File: src/rtl/eth_fcs_pkg.sv
// Shared CRC-32 constants, framing state type and the bytewise reflected CRC-32 step
// used by the Ethernet FCS append stage.
package eth_fcs_pkg;

    function automatic logic [31:0] reflect32(input logic [31:0] value);
        logic [31:0] result;
        for (int i = 0; i < 32; i++) begin
            result[i] = value[31-i];
        end
        return result;
    endfunction

    localparam logic [31:0] CRC32_POLY      = 32'h04C11DB7;
    localparam logic [31:0] CRC32_POLY_REFL = reflect32(CRC32_POLY);
    localparam logic [31:0] CRC32_INIT      = 32'hFFFFFFFF;
    localparam logic [31:0] CRC32_XOROUT    = 32'hFFFFFFFF;

    typedef enum logic {
        DATA = 1'b0,
        TAIL = 1'b1
    } state_e;

    // Reflected CRC: the byte enters LSB-first, so the register shifts right.
    function automatic logic [31:0] crc32_byte(input logic [7:0] data, input logic [31:0] crc);
        logic [31:0] c;
        c = crc ^ {24'h0, data};
        for (int i = 0; i < 8; i++) begin
            c = c[0] ? ((c >> 1) ^ CRC32_POLY_REFL) : (c >> 1);
        end
        return c;
    endfunction

endpackage

File: src/rtl/crc32_word_update.sv
// Combinational CRC-32 update over the first 1-4 bytes of a 32-bit word;
// byte 0 sits in [7:0] and is processed first, unused stages are bypassed.
module crc32_word_update
    import eth_fcs_pkg::*;
(
    input  logic [31:0] crc_in,
    input  logic [31:0] data,
    input  logic [2:0]  nbytes,
    output logic [31:0] crc_out
);

    logic [31:0] chain [0:4];

    assign chain[0] = crc_in;

    for (genvar i = 0; i < 4; i++) begin : g_stage
        assign chain[i+1] = (nbytes > 3'(i)) ? crc32_byte(data[8*i +: 8], chain[i]) : chain[i];
    end

    assign crc_out = chain[4];

endmodule

File: src/rtl/eth_fcs_append.sv
// Appends the Ethernet FCS to a 32-bit valid/ready word stream, packing it right after
// the last data byte. Optional frame counter port enabled by ETH_FCS_FRAME_CNT_EN.
module eth_fcs_append
    import eth_fcs_pkg::*;
#(
    parameter logic [31:0] INIT    = CRC32_INIT,
    parameter logic [31:0] XOR_OUT = CRC32_XOROUT
) (
    input  logic        clk,
    input  logic        rst,
    input  logic [31:0] s_data,
    input  logic [3:0]  s_keep,
    input  logic        s_last,
    input  logic        s_valid,
    output logic        s_ready,
    output logic [31:0] m_data,
    output logic [3:0]  m_keep,
    output logic        m_last,
    output logic        m_valid,
    input  logic        m_ready
`ifdef ETH_FCS_FRAME_CNT_EN
    ,
    output logic [31:0] frame_cnt
`endif
);

    state_e      state_q, state_d;
    logic [31:0] crc_q, crc_d;
    logic [31:0] m_data_q, m_data_d;
    logic [3:0]  m_keep_q, m_keep_d;
    logic        m_last_q, m_last_d;
    logic        m_valid_q, m_valid_d;
    logic [31:0] tail_data_q, tail_data_d;
    logic [3:0]  tail_keep_q, tail_keep_d;

    logic        out_free;
    logic [3:0]  keep_eff;
    logic [2:0]  nbytes;
    logic [31:0] data_mask;
    logic [31:0] crc_next;
    logic [31:0] fcs;
    logic [63:0] packed_last;

    assign out_free = !m_valid_q || m_ready;
    assign s_ready  = out_free && (state_q == DATA) && !rst;

    // Only a contiguous-from-lane-0 keep on the last word is honoured; anything else is a full word.
    always_comb begin
        keep_eff = 4'hF;
        if (s_last) begin
            case (s_keep)
                4'b0001, 4'b0011, 4'b0111: keep_eff = s_keep;
                default:                   keep_eff = 4'hF;
            endcase
        end
    end

    always_comb begin
        case (keep_eff)
            4'b0001: nbytes = 3'd1;
            4'b0011: nbytes = 3'd2;
            4'b0111: nbytes = 3'd3;
            default: nbytes = 3'd4;
        endcase
    end

    assign data_mask = {{8{keep_eff[3]}}, {8{keep_eff[2]}}, {8{keep_eff[1]}}, {8{keep_eff[0]}}};

    crc32_word_update u_crc (
        .crc_in  (crc_q),
        .data    (s_data),
        .nbytes  (nbytes),
        .crc_out (crc_next)
    );

    assign fcs = crc_next ^ XOR_OUT;

    // Low word is the last data beat with leading FCS bytes; high word is the tail beat.
    assign packed_last = {32'h0, s_data & data_mask} | ({32'h0, fcs} << {nbytes, 3'b000});

    // NOTE: every next-state variable gets its hold value first so no path leaves it unassigned (no latches).
    always_comb begin
        state_d     = state_q;
        crc_d       = crc_q;
        m_data_d    = m_data_q;
        m_keep_d    = m_keep_q;
        m_last_d    = m_last_q;
        m_valid_d   = m_valid_q;
        tail_data_d = tail_data_q;
        tail_keep_d = tail_keep_q;

        if (m_valid_q && m_ready) begin
            m_valid_d = 1'b0;
        end

        case (state_q)
            DATA: begin
                if (s_valid && s_ready) begin
                    m_valid_d = 1'b1;
                    m_keep_d  = 4'hF;
                    m_last_d  = 1'b0;
                    if (s_last) begin
                        m_data_d    = packed_last[31:0];
                        tail_data_d = packed_last[63:32];
                        tail_keep_d = keep_eff;
                        crc_d       = INIT;
                        state_d     = TAIL;
                    end else begin
                        m_data_d = s_data;
                        crc_d    = crc_next;
                    end
                end
            end
            TAIL: begin
                if (out_free) begin
                    m_valid_d = 1'b1;
                    m_data_d  = tail_data_q;
                    m_keep_d  = tail_keep_q;
                    m_last_d  = 1'b1;
                    state_d   = DATA;
                end
            end
            default: state_d = DATA;
        endcase
    end

    // NOTE: state registers use non-blocking assignments so all flops update together at the edge.
    always_ff @(posedge clk) begin
        if (rst) begin
            state_q     <= DATA;
            crc_q       <= INIT;
            m_data_q    <= '0;
            m_keep_q    <= '0;
            m_last_q    <= 1'b0;
            m_valid_q   <= 1'b0;
            tail_data_q <= '0;
            tail_keep_q <= '0;
        end else begin
            state_q     <= state_d;
            crc_q       <= crc_d;
            m_data_q    <= m_data_d;
            m_keep_q    <= m_keep_d;
            m_last_q    <= m_last_d;
            m_valid_q   <= m_valid_d;
            tail_data_q <= tail_data_d;
            tail_keep_q <= tail_keep_d;
        end
    end

    assign m_data  = m_data_q;
    assign m_keep  = m_keep_q;
    assign m_last  = m_last_q;
    assign m_valid = m_valid_q;

`ifdef ETH_FCS_FRAME_CNT_EN
    logic [31:0] frame_cnt_q;

    always_ff @(posedge clk) begin
        if (rst) begin
            frame_cnt_q <= '0;
        end else if (m_valid_q && m_ready && m_last_q) begin
            frame_cnt_q <= frame_cnt_q + 32'd1;
        end
    end

    assign frame_cnt = frame_cnt_q;
`endif

endmodule

File: config.mk
export PLATFORM = sky130hd
export DESIGN_NAME = eth_fcs_append
export DESIGN_NICKNAME = d
export VERILOG_FILES = /design/src/rtl/eth_fcs_pkg.sv /design/src/rtl/crc32_word_update.sv /design/src/rtl/eth_fcs_append.sv
export SDC_FILE = /design/constraint.sdc
export NUM_CORES = 1
export LEC_CHECK = 0
export BUFFER_PORTS_ARGS = -buffer_cell sky130_fd_sc_hd__buf_2
export CORE_MARGIN = 3
export CORE_UTILIZATION = 35
export CTS_CLUSTER_SIZE = 30
export DETAILED_ROUTE_END_ITERATION = 7
export SLEW_MARGIN = 15
export SYNTH_ARGS = -nofsm -noshare
export SYNTH_HDL_FRONTEND = slang
export SYNTH_HIERARCHICAL = 1
export SYNTH_SLANG_ARGS = --single-unit
File: constraint.sdc
create_clock -name clk -period 8.4 [get_ports clk]
set_clock_uncertainty 0.15 [all_clocks]
set_input_delay 2.1 -clock clk [delete_from_list [all_inputs] [get_ports clk]]
set_output_delay 2.1 -clock clk [all_outputs]
set_load 0.05 [all_outputs]
==> flow_summary.json <==
{
  "setup.worst_path.start": "s_last",
  "clock.fmax_ghz": 0.125,
  "vias": 9021,
  "drt-total-wl_um": 36600,
  "die-area_mm2": 0.0308,
  "slew_violations": 0,
  "clk_pin_slew_ns": 0.09,
  "fin_ws_ns": 0.396,
  "syn_to_final_growth_pct": 14.8,
  "cp-end-kind": "register",
  "antenna_left": 0,
  "r2r_end": "m_data[11]$_SDFFE_PP0P_",
  "syn_nets": 1157,
  "grt_pass1_wl_um": 54400,
  "ys_async_sr_fraction_pct": 0,
  "drv_cap": 0,
  "synth.top_cell.area_share_pct": 21.3,
  "setup.worst_path.start_class": "input port",
  "synth_xor_area_share_pct": 33.6,
  "synth_area_mm2": 0.0101,
  "cp_max_fo": 10,
  "yosys_warnings": 6,
  "grt_pass1_vias": 8598,
  "ys_seq_area_share_pct": 21.3,
  "port_buffers": 79,
  "synth_top_area_cell": "dfxtp_1",
  "synth_edf_count": 0,
  "mostFrequentLayoutCells": "xnor2_1 (152), dfxtp_1 (107), buf_2 (78), mux2i_1 (77)",
  "diodes": 0,
  "place_ws_ns": -0.163,
  "die_w_um": 176,
  "layout-drive-gt1-share_pct": 19.6,
  "cts_num_sinks": 107,
  "cts_tree": "done",
  "coreArea_mm2": 0.0281,
  "wl_per_cell_um": 23.0,
  "r2r_cells": 17,
  "cts_setup_buffers": 0,
  "grt_remaining_overflow": 0,
  "reg2reg_slack_ns": 1.94,
  "rsz0062_at_grt": "false",
  "ys.flop_type": "dfxtp_1",
  "setup_viol": 0,
  "hold_viol": 0,
  "final_cell_area_mm2": 0.0115,
  "drt_iter0_markers": 990,
  "r2r-start": "crc_q[0]$_SDFFE_PP1P_",
  "routed_via_density": 5.67,
  "synth_compound_area_share_pct": 20.1,
  "final_common_cell": "xnor2_1",
  "clock_latency_ns": 0.37,
  "synth.area.top_cells": "dfxtp_1 (21%), xnor2_1 (13%), mux2i_1 (7.8%)",
  "worstPathArrival_ns": 8.11,
  "cts_made_buffers": 9,
  "gp_congestion": 0.976,
  "clockBufferDepth": 2,
  "ios": 80,
  "ys_ff_latch": 107,
  "finalCritPeriodShare_pct": 95.3,
  "grt_usage_pct": 23.2,
  "worstPathRequired_ns": 8.51,
  "nets": 1248,
  "yosys.area_share.simple_pct": 12.1,
  "nFillCells": 2847,
  "crit_end": "m_data[11]$_SDFFE_PP0P_",
  "ctsRootBufferMaster": "clkbuf_16",
  "rows": 61,
  "grt_max_degree": 56,
  "slew_headroom_pct": 26.8,
  "tightestPinTransition_ns": 1.09,
  "synthMuxAreaShare_pct": 9.02,
  "period_minus_slack_ns": 8.00,
  "dpl-instance-area_mm2": 0.0112,
  "antenna_found_initial": 0,
  "crit_type": "in -> reg",
  "htreeDepth": 3,
  "die_h_um": 176,
  "whs_path_depth": 2,
  "syn_inst": 1116,
  "yosysUniqueCellTypes": 77,
  "status": "completed",
  "post_synth.cell_area_avg_um2": 9.01,
  "synthAdderAreaFrac_pct": 0,
  "hp-class": "reg -> reg",
  "dp_hpwl_um": 28400,
  "synth_top_family_by_area": "XOR/XNOR gates",
  "drc_errors": 0,
  "firstDrtPassIters": 6,
  "initial_utilization_pct": 35.8
}
[logic make-up after synthesis]
logic type             count (synthesis)
multiplexers                          89
XOR/XNOR                             280
AND/OR/NAND/NOR                      251
flip-flops                           107
AO/OA/AOI/OAI                        300
buffers and inverters                 89
[stage by stage]
stage | cells | hold slack, ns | setup TNS, ns | util, %
floorplan | 1116 | 0.267 | 0 | -
global placement | 1574 | 0.278 | -0.236 | 39.8
detailed placement | 1574 | 0.286 | -0.546 | 39.8
CTS | 1590 | 0.306 | 0 | 41.0
global route | 1590 | 0.325 | 0 | 41.1
finish | 1590 | 0.304 | 0 | 41.1
[synth_stat cells (15+ instances only)]
cell	count
a211oi_1	35
a21oi_1	74
buf_2	28
clkbuf_1	37
dfxtp_1	107
mux2i_1	78
nand2_1	75
nor2_1	77
nor3_1	18
o21ai_0	59
o22a_1	32
o22ai_1	28
xnor2_1	152
xnor3_1	29
xor2_1	57
xor3_1	15
[flip-flops by register name (all words and copies together), names as in the netlist]
signal	count
crc_q	32
m_data	32
m_keep	4
m_last	1
m_valid	1
state_q	1
tail_data_q	32
tail_keep_q	4
[worst min-delay path by stage]
| stage | endpoint | startpoint |
|---|---|---|
| finish | tail_data_q[31]$_SDFFE_PP0P_ | tail_data_q[31]$_SDFFE_PP0P_ |
| detailed placement | tail_data_q[27]$_SDFFE_PP0P_ | tail_data_q[27]$_SDFFE_PP0P_ |
| global placement | tail_data_q[27]$_SDFFE_PP0P_ | tail_data_q[27]$_SDFFE_PP0P_ |
| global route | tail_keep_q[2]$_SDFFE_PP0P_ | tail_keep_q[2]$_SDFFE_PP0P_ |
| floorplan | tail_data_q[27]$_SDFFE_PP0P_ | tail_data_q[27]$_SDFFE_PP0P_ |
| CTS | tail_data_q[27]$_SDFFE_PP0P_ | tail_data_q[27]$_SDFFE_PP0P_ |
[what timing repair did]
action	4_1_cts	5_1_grt
hold buffers	0	0
endpoints found under the hold margin	0	0
setup endpoints to repair	0	9
gates resized for setup	0	3
[metal layers]
metal	wire (um)	vias to the layer above	track usage (%)
li1	-	4178	-
met1	16100	4381	33.3
met2	16500	402	36.5
met3	2980	60	4.09
met4	967	0	5.54
met5	0	-	0
[critical path, cell delays in order]
cell      delay, ns
buf_2          0.15
and3b_1        0.42
and2_4         0.23
inv_2          0.04
or3_4          0.46
buf_4          0.19
mux2i_1        0.25
xor3_1         0.40
mux2i_1        0.37
xnor2_2        0.19
buf_4          0.22
xor3_1         0.35
a21o_1         0.19
a31oi_2        0.29
xor2_2         0.45
xor2_1         0.41
xnor3_1        0.42
a22o_1         0.32
nor3_1         0.22
a21oi_1        0.09
a211oi_1       0.32
[area by class of cell]
type	count	area (um^2)	share of cell area, %
clock inverter	7	105	0.910
clock buffer	9	225	1.95
sequential	107	2140	18.6
inverter	15	58.8	0.509
tap	378	473	4.10
timing repair buffer	154	961	8.32
multi-input combinational	920	7580	65.7
Power is left out: the tool's default activity adds up to more than one toggle a clock period on the data nets, which glitch-free logic cannot reach.
